**src/rtl/gate_test_pkg.sv**
```systemverilog
// Shared types and constants for the gate truth-table sequencer.
//   state_t  : sequencer FSM states
//   TT_*     : 2-input truth tables, bit i = gate output for vector i = {a,b}
//   num_vec  : number of input vectors for an n-input gate
package gate_test_pkg;

  typedef enum logic [1:0] {
    IDLE   = 2'd0,
    DRIVE  = 2'd1,
    SETTLE = 2'd2,
    SAMPLE = 2'd3
  } state_t;

  localparam logic [3:0] TT_NAND = 4'b0111;
  localparam logic [3:0] TT_AND  = 4'b1000;
  localparam logic [3:0] TT_OR   = 4'b1110;
  localparam logic [3:0] TT_NOR  = 4'b0001;
  localparam logic [3:0] TT_XOR  = 4'b0110;
  localparam logic [3:0] TT_XNOR = 4'b1001;

  function automatic int num_vec(input int n);
    return int'(32'd1 << n);
  endfunction

endpackage

```
**src/rtl/gate_truth_table_sequencer_settle_counter.sv**
```systemverilog
// settle_counter: 8-bit loadable down-counter used to time the gate settle
// window. The counter stops at zero rather than wrapping.
//   clk, rst  : clock, asynchronous active-high reset
//   load      : load load_val (has priority over en)
//   en        : decrement by one while non-zero
//   load_val  : value loaded on load
//   last      : registered flag, high while the count equals 1
module settle_counter (
  input  logic       clk,
  input  logic       rst,
  input  logic       load,
  input  logic       en,
  input  logic [7:0] load_val,
  output logic       last
);

  logic [7:0] count_r;
  logic       last_r;

  // Count register; last_r tracks (count_r == 1) one step ahead so it is a flop output.
  always_ff @(posedge clk or posedge rst) begin
    if (rst) begin
      count_r <= 8'd0;
      last_r  <= 1'b0;
    end else if (load) begin
      count_r <= load_val;
      last_r  <= (load_val == 8'd1);
    end else if (en && (count_r != 8'd0)) begin
      count_r <= count_r - 8'd1;
      last_r  <= (count_r == 8'd2);
    end else begin
      count_r <= count_r;
      last_r  <= last_r;
    end
  end

  assign last = last_r;

endmodule

```
**src/rtl/gate_truth_table_sequencer.sv**
```systemverilog
// gate_truth_table_sequencer: walks an external combinational gate through
// every input vector, waits SETTLE_CYCLES, samples the gate output and
// compares it against EXPECTED.
//   clk, rst  : clock, asynchronous active-high reset
//   start     : run request, only looked at in IDLE
//   abort     : cancel a run in progress (also blocks start in IDLE)
//   gate_in   : vector driven to the gate under test (0 in IDLE)
//   gate_out  : gate under test output
//   busy      : run in progress
//   done      : one-cycle pulse at the end of a completed run
//   pass      : all vectors matched; held until the next run is accepted
//   observed  : captured truth table, bit i = sample for vector i
//   fail_idx  : lowest failing vector index (0 when none failed)
//   err_count : number of mismatching vectors
module gate_truth_table_sequencer
  import gate_test_pkg::*;
#(
  parameter int                         N_IN          = 2,
  parameter int                         SETTLE_CYCLES = 4,
  parameter logic [num_vec(N_IN)-1:0]   EXPECTED      = TT_NAND
) (
  input  logic                       clk,
  input  logic                       rst,
  input  logic                       start,
  input  logic                       abort,
  output logic [N_IN-1:0]            gate_in,
  input  logic                       gate_out,
  output logic                       busy,
  output logic                       done,
  output logic                       pass,
  output logic [num_vec(N_IN)-1:0]   observed,
  output logic [N_IN-1:0]            fail_idx,
  output logic [N_IN:0]              err_count
);

  localparam int              NUM_VEC     = num_vec(N_IN);
  localparam logic [N_IN-1:0] IDX_LAST    = N_IN'(NUM_VEC - 1);
  localparam logic [7:0]      SETTLE_LOAD = 8'(SETTLE_CYCLES);

  state_t               state_r;
  state_t               state_s;
  logic [N_IN-1:0]      idx_r;
  logic [N_IN-1:0]      gate_in_r;
  logic                 busy_r;
  logic                 done_r;
  logic                 pass_r;
  logic [NUM_VEC-1:0]   observed_r;
  logic [N_IN-1:0]      fail_idx_r;
  logic [N_IN:0]        err_count_r;

  logic                 accept_s;
  logic                 abort_s;
  logic                 sample_s;
  logic                 finish_s;
  logic                 cnt_load_s;
  logic                 cnt_en_s;
  logic                 cnt_last_s;
  logic                 mismatch_s;
  logic [N_IN:0]        err_next_s;

  settle_counter u_settle (
    .clk      (clk),
    .rst      (rst),
    .load     (cnt_load_s),
    .en       (cnt_en_s),
    .load_val (SETTLE_LOAD),
    .last     (cnt_last_s)
  );

  // Comparison of the current sample and the error count it would produce.
  always_comb begin
    mismatch_s = (gate_out != EXPECTED[idx_r]);
    if (mismatch_s) begin
      err_next_s = err_count_r + (N_IN+1)'(1);
    end else begin
      err_next_s = err_count_r;
    end
  end

  // FSM state register.
  always_ff @(posedge clk or posedge rst) begin
    if (rst) begin
      state_r <= IDLE;
    end else begin
      state_r <= state_s;
    end
  end

  // Next-state logic plus the per-edge action strobes for the datapath.
  always_comb begin
    state_s    = state_r;
    accept_s   = 1'b0;
    abort_s    = 1'b0;
    sample_s   = 1'b0;
    finish_s   = 1'b0;
    cnt_load_s = 1'b0;
    cnt_en_s   = 1'b0;
    case (state_r)
      IDLE: begin
        // abort outranks start so a held abort keeps the block parked
        if (abort) begin
          state_s = IDLE;
        end else if (start) begin
          state_s  = DRIVE;
          accept_s = 1'b1;
        end else begin
          state_s = IDLE;
        end
      end
      DRIVE: begin
        if (abort) begin
          abort_s = 1'b1;
          state_s = IDLE;
        end else begin
          cnt_load_s = 1'b1;
          state_s    = (SETTLE_CYCLES == 0) ? SAMPLE : SETTLE;
        end
      end
      SETTLE: begin
        if (abort) begin
          abort_s = 1'b1;
          state_s = IDLE;
        end else begin
          cnt_en_s = 1'b1;
          if (cnt_last_s) begin
            state_s = SAMPLE;
          end else begin
            state_s = SETTLE;
          end
        end
      end
      SAMPLE: begin
        // an abort here drops the sample: sample_s stays low
        if (abort) begin
          abort_s = 1'b1;
          state_s = IDLE;
        end else begin
          sample_s = 1'b1;
          if (idx_r == IDX_LAST) begin
            finish_s = 1'b1;
            state_s  = IDLE;
          end else begin
            state_s = DRIVE;
          end
        end
      end
      default: begin
        state_s = IDLE;
      end
    endcase
  end

  // Result/output registers, updated from the FSM strobes.
  always_ff @(posedge clk or posedge rst) begin
    if (rst) begin
      idx_r       <= '0;
      gate_in_r   <= '0;
      busy_r      <= 1'b0;
      done_r      <= 1'b0;
      pass_r      <= 1'b0;
      observed_r  <= '0;
      fail_idx_r  <= '0;
      err_count_r <= '0;
    end else if (abort_s || accept_s) begin
      // both clear the results; they differ only in whether a run begins
      idx_r       <= '0;
      gate_in_r   <= '0;
      busy_r      <= accept_s;
      done_r      <= 1'b0;
      pass_r      <= 1'b0;
      observed_r  <= '0;
      fail_idx_r  <= '0;
      err_count_r <= '0;
    end else if (sample_s) begin
      observed_r[idx_r] <= gate_out;
      err_count_r       <= err_next_s;
      // err_count_r still zero means this is the first (lowest) failure
      if (mismatch_s && (err_count_r == (N_IN+1)'(0))) begin
        fail_idx_r <= idx_r;
      end
      if (finish_s) begin
        idx_r     <= '0;
        gate_in_r <= '0;
        busy_r    <= 1'b0;
        done_r    <= 1'b1;
        pass_r    <= (err_next_s == (N_IN+1)'(0));
      end else begin
        idx_r     <= idx_r + N_IN'(1);
        gate_in_r <= idx_r + N_IN'(1);
        done_r    <= 1'b0;
      end
    end else begin
      done_r <= 1'b0;
    end
  end

  assign gate_in   = gate_in_r;
  assign busy      = busy_r;
  assign done      = done_r;
  assign pass      = pass_r;
  assign observed  = observed_r;
  assign fail_idx  = fail_idx_r;
  assign err_count = err_count_r;

endmodule

```
**config.mk**
```make
export PLATFORM = sky130hd
export DESIGN_NAME = gate_truth_table_sequencer
export DESIGN_NICKNAME = d
export VERILOG_FILES = /design/src/rtl/gate_test_pkg.sv /design/src/rtl/gate_truth_table_sequencer_settle_counter.sv /design/src/rtl/gate_truth_table_sequencer.sv
export SDC_FILE = /design/constraint.sdc
export NUM_CORES = 1
export LEC_CHECK = 0
export ABC_AREA = 0
export CAP_MARGIN = 10
export CORE_ASPECT_RATIO = 1.5
export CORE_UTILIZATION = 30
export CTS_BUF_LIST = sky130_fd_sc_hd__clkbuf_2 sky130_fd_sc_hd__clkbuf_4 sky130_fd_sc_hd__clkbuf_8
export CTS_CLUSTER_DIAMETER = 30
export CTS_CLUSTER_SIZE = 30
export DETAILED_ROUTE_END_ITERATION = 8
export MAX_ROUTING_LAYER = met4
export PLACE_DENSITY_LB_ADDON = 0.2
export SYNTH_ARGS = -nofsm -noshare
export SYNTH_HDL_FRONTEND = slang
export SYNTH_SLANG_ARGS = --single-unit
export TNS_END_PERCENT = 5
```
**constraint.sdc**
```tcl
create_clock -name clk -period 3.45 [get_ports clk]
set_input_delay 0.69 -clock clk [delete_from_list [all_inputs] [get_ports clk]]
set_output_delay 0.69 -clock clk [all_outputs]
set_load 0.02 [all_outputs]
```
==> results_dict.tcl, run 1 <==
set metrics [dict create \
    grt_pass1_vias 1043 \
    remaining_drc_errors 4 \
    ys.flop_type "dfrtp_1" \
    netlist_instances 141 \
    cts_tree "done" \
    violations "DRC" \
    grt_pass1_wl_um 4800 \
    ant_nets 0 \
    slew_headroom_pct 34.9 \
    htree_levels 1 \
    hold_depth 1 \
    met2_usage_pct 22.8 \
    cts_buffer_depth 2 \
    die_y_um 85.4 \
    worstRegToRegCells 6 \
    synthMuxAreaShare_pct 1.44 \
    wirelength_um 2780 \
    avgSynthCellArea_um2 9.86 \
    routabilityCongestion 0.736 \
    critical_path_class "primary input to flop" \
    overflow 0 \
    seq_area_frac_synth_pct 45.0 \
    dieArea_um2 4920 \
    post_cts_buffers 0 \
    maxCapViolCount 0 \
    finalHoldViolCount 0 \
    drt-initial-drc-count 55 \
    dp_hpwl_um 2080 \
    skew_ns 0.00487 \
    ys_types 38 \
    ys_warn_count 0 \
    postCtsHoldBufs 0 \
    whs_ns 0.500 \
    drt_first_pass_iters 9 \
    start_util_pct 30.9 \
    busiest_layer "met2" \
    clk_pin_slew_ns 0.08 \
    crit_arrival_ns 2.44 \
    area_growth_pct 18.8 \
    synth_top_family_by_area "simple AND/OR/NAND/NOR gates" \
    io_pins 19 \
    antenna_found_initial 0 \
    tns_ns 0 \
    maxSlewViolCount 0 \
    tightest_slew_ns 0.975 \
    synth-compound-area-share_pct 12.6 \
    rrSetupSlack_ns 1.34 \
    synthesis.area_um2 1390 \
    met1_usage_pct 14.3 \
    drive_gt1_share_pct 7.55 \
    peakVddDrop_mv 0.168 \
    antennaDiodeCount 0 \
    cts_resized 0 \
    synth-simple-area-share_pct 24.7 \
    finalSetupViolCount 0 \
    cp-end-kind "flop" \
    nets 174 \
    synth_edf_count 0 \
    cts_root_buf "clkbuf_8" \
    rows 30 \
    yosys_register_bits 25 \
    synth_xor_area_share_pct 3.78 \
    synth_fa_ha_area_share_pct 8.10 \
    synth.net_count 155 \
    port_buffers 18 \
    cp_max_fo 4 \
    max_freq_mhz 439 \
    numCtsBuffers 3 \
    use_met3_pct 1.52 \
    worst_setup_path_start_kind "primary input" \
    period_needed_ns 2.28 \
    vias 1082 \
    post-route-period-util_pct 66.1 \
    wire_per_inst_um 13.4 \
    powerDensity_nw_per_um2 457 \
    p_leak_uw 0.000722 \
    fp.coreArea_um2 4500 \
    fin_util_pct 36.7 \
    grt_max_degree 26 \
    run_status "finished, violations left" \
    hp-class "flop to flop" \
    grt_use_total_pct 13.0 \
    async_reset_ff_share_pct 100 \
    rsz0062_at_grt "no" \
    insertion_delay_ns 0.27 \
    chipWidth_um 57.6 \
    critPathRequiredTime_ns 3.61 \
    vias_per_cell 5.23 \
    cts_sinks 25 \
]
## registers in the layout, indices dropped and copies added (netlist names), 2 cells and up
| signal | cells |
|---|---|
| state_r | 2 |
| fail_idx | 2 |
| gate_in | 2 |
| u_settle.count_r | 8 |
| err_count | 3 |
| observed | 4 |
## routing by layer
metal	part of all wire, %	vias up
li1	-	523
met1	41	534
met2	54	20
met3	3.0	5
met4	2.1	0
met5	0	-
## through the flow
stage | instance area [um^2] | std cells | setup slack, ns | total power [uW]
after floorplan | 1390 | 141 | 1.48 | 526
after CTS | 1650 | 207 | 1.17 | 769
after global routing | 1650 | 207 | 1.08 | 810
final | 1650 | 207 | 1.17 | 755
after global placement | 1600 | 203 | 0.904 | 573
after detailed placement | 1600 | 203 | 0.870 | 579
## logic make-up (layout without fill, tap and decap cells)
kind of cell,after synthesis,in the layout
AND/OR/NAND/NOR,61,61
AO/OA/AOI/OAI,25,25
flip-flops,25,25
buffers and inverters,13,31
adder cells (fa/ha/maj),9,9
XOR/XNOR,6,6
multiplexers,2,2
## worst paths after layout
path / from / endpoint
min reg2reg: observed[3]$_DFFE_PP0P_ / observed[3]$_DFFE_PP0P_
min in group asynchronous: rst / u_settle.count_r[1]$_DFFE_PP0P_
min: observed[3]$_DFFE_PP0P_ / observed[3]$_DFFE_PP0P_
max: gate_out / fail_idx[0]$_DFFE_PP0P_
max in group asynchronous: rst / pass$_DFFE_PP0P_
max reg2reg: gate_in[0]$_DFFE_PP0P_ / fail_idx[0]$_DFFE_PP0P_
## layout make-up
class	count	area, um^2
fillers	474	2850
multi-input cells	103	703
flip-flops and latches	25	626
repair buffers	18	180
well taps	48	60.1
clock buffers	4	48.8
inverters	9	33.8
## cells in the mapped netlist (2+ instances only)
cell	n	area, um^2
nand3_1	8	40.0
nand3b_1	2	15.0
mux2i_1	2	20.0
o21ai_0	4	20.0
a21oi_1	10	50.1
or3b_1	2	17.5
a22o_1	4	35.0
ha_1	9	113
and4bb_2	2	25.0
nand4_1	2	12.5
xor2_1	4	35.0
nand2_1	13	48.8
dfrtp_1	25	626
and3b_1	2	17.5
nand2b_1	4	25.0
inv_1	9	33.8
nor2_1	17	63.8
xnor2_1	2	17.5
## report_power, final
group	internal [uW]	switching [uW]
clock network	90.6	93.5
registers	326	44.9
logic	85.7	115
## worst max-delay path, stage by stage
cell	delay [ns]
clkdlybuf4s50_1	0.49
ha_1	0.38
and4bb_2	0.37
and3b_1	0.25
nor2_1	0.08
a22o_1	0.18
## cell usage in the layout (no fill, tap or decap), types with 4 or more instances in the layout
master / instances
inv_1: 9
nand2b_1: 4
nand2_1: 13
dfrtp_1: 25
nand3_1: 8
nor2_1: 17
a21oi_1: 10
clkdlybuf4s50_1: 18
o21ai_0: 4
xor2_1: 4
ha_1: 9
a22o_1: 4
(Power assumes the default switching activity.)
==> run 2, diff against run 1 <==
clock period = 2.3 ns   (was 3.45 ns; I/O delays follow)
==> run 2 against run 1 <==
The flow still finishes with violations (DRC); critical path depth did not move; sequential share of layout area decreased by 1.0 points; global-route usage decreased by 1.3 points; critical endpoint is now fail_idx[1]$_DFFE_PP0P_; hold slack better by 0.0046 ns; clock skew increased by 0.0020 ns; largest cell class unchanged; clock-buffer cell count is 1 lower; first-iteration DRC count decreased by 13%.
==> results_dict.tcl, run 2 (synthesis gave the netlist of run 1 again) <==
set metrics [dict create \
    largest_register_ffs 8 \
    final_common_cell "dfrtp_1" \
    cp_max_fo 7 \
    p_leak_uw 0.000749 \
    routabilityCongestion 0.771 \
    die_y_um 85.4 \
    drive_gt1_share_pct 10.9 \
    final_cell_mix "dfrtp_1 (25), clkdlybuf4s50_1 (18), nor2_1 (17)" \
    cts_tree "done" \
    instances_no_fill 213 \
    grt_pass1_vias 1031 \
    design_area_um2 1700 \
    maxSlewViolCount 0 \
    crit_arrival_ns 2.16 \
    rsz0062_at_grt "no" \
    ant_nets 0 \
    remaining_drc_errors 4 \
    slew_headroom_pct 69.5 \
    overflow 0 \
    powerDensity_nw_per_um2 660 \
    grt_max_degree 26 \
    wirelength_um 2690 \
    insertion_delay_ns 0.26 \
    tightest_slew_ns 0.453 \
    port_buffers 18 \
    period_needed_ns 2.01 \
    drt-initial-drc-count 48 \
    top_register "u_settle.count_r" \
    rows 30 \
    tns_ns 0 \
    worst_setup_path_start_kind "flop" \
    dp_cells 209 \
    skew_ns 0.00686 \
    max_freq_mhz 499 \
    drt_first_pass_iters 9 \
    cts_resized 0 \
    wire_per_inst_um 12.6 \
    cp-end-kind "flop" \
    area_growth_pct 22.1 \
    chipWidth_um 57.6 \
    maxCapViolCount 0 \
    grt_pass1_wl_um 4420 \
    htree_levels 1 \
    nets 180 \
    io_pins 19 \
    vias_per_cell 4.97 \
    clk_pin_slew_ns 0.09 \
    cts_sinks 25 \
    run_status "finished, violations left" \
    start_util_pct 30.9 \
    dieArea_um2 4920 \
    fp.coreArea_um2 4500 \
    met2_usage_pct 20.9 \
    dp_hpwl_um 2050 \
    grt_use_total_pct 11.7 \
    use_met3_pct 1.83 \
    met1_usage_pct 13.0 \
    finalHoldViolCount 0 \
    peakVddDrop_mv 0.385 \
    critical_path_class "flop to flop" \
    post_cts_buffers 0 \
    cts_buffer_depth 2 \
    finalSetupViolCount 0 \
    busiest_layer "met2" \
    hp-class "flop to flop" \
    antennaDiodeCount 0 \
    post-route-period-util_pct 87.2 \
    numCtsBuffers 3 \
    violations "DRC" \
    postCtsHoldBufs 0 \
    place_area_um2 1650 \
    critPathRequiredTime_ns 2.46 \
    cts_root_buf "clkbuf_8" \
    vias 1058 \
    fin_util_pct 37.7 \
    antenna_found_initial 0 \
]
==> run 2: cell types whose count changed in the layout (fill, tap and decap cells not counted) <==
cell,delta
buf_4,+6
clkbuf_4,-1
clkinvlp_4,+1
==> run 2: final timing paths <==
path / startpoint / to / slack, ns / cells past startpoint
hold reg to reg: pass$_DFFE_PP0P_ / pass$_DFFE_PP0P_ / 0.50 / 1
max in group asynchronous: rst / fail_idx[0]$_DFFE_PP0P_ / 1.51 / 3
min in group asynchronous: rst / u_settle.last$_DFFE_PP0P_ / 0.54 / 3
setup / recovery: gate_in[0]$_DFFE_PP0P_ / fail_idx[1]$_DFFE_PP0P_ / 0.29 / 6
hold / removal: pass$_DFFE_PP0P_ / pass$_DFFE_PP0P_ / 0.50 / 1
setup reg to reg: gate_in[0]$_DFFE_PP0P_ / fail_idx[1]$_DFFE_PP0P_ / 0.29 / 6
==> run 2: area by class of cell <==
class,instances,area (um^2)
repair buffers,24,225
inverters,9,33.8
fillers,479,2810
well taps,48,60.1
clock buffers,3,41.3
clock inverters,1,7.51
flip-flops and latches,25,626
multi-input cells,103,703
==> run 2: power breakdown <==
part | switching (uW) | internal, uW | total [uW] | leakage (uW)
combinational | 168 | 135 | 304 | 0.000390
clock | 139 | 122 | 262 | 0.0000217
sequential | 65.2 | 489 | 554 | 0.000337
==> run 2: layer usage <==
metal | wire length [um] | share of wire, %
met2 | 1430 | 53
met3 | 55 | 2.0
met5 | 0 | 0
met4 | 23 | 0.85
met1 | 1180 | 44
==> run 2: through the flow <==
stage / worst slack [ns] / hold WS, ns / power (uW)
2_1_floorplan: 0.327 / 0.487 / 789
3_3_place_gp: 0.139 / 0.487 / 860
3_5_place_dp: 0.0902 / 0.487 / 869
4_1_cts: 0.278 / 0.513 / 1140
5_1_grt: 0.205 / 0.523 / 1200
6_report: 0.294 / 0.505 / 1120
==> run 2: critical path: stages (launching register included) <==
cell      delay (ns)
dfrtp_1         0.47
ha_1            0.31
ha_1            0.34
and4bb_2        0.31
and3b_1         0.22
nor2_1          0.08
a22o_1          0.17
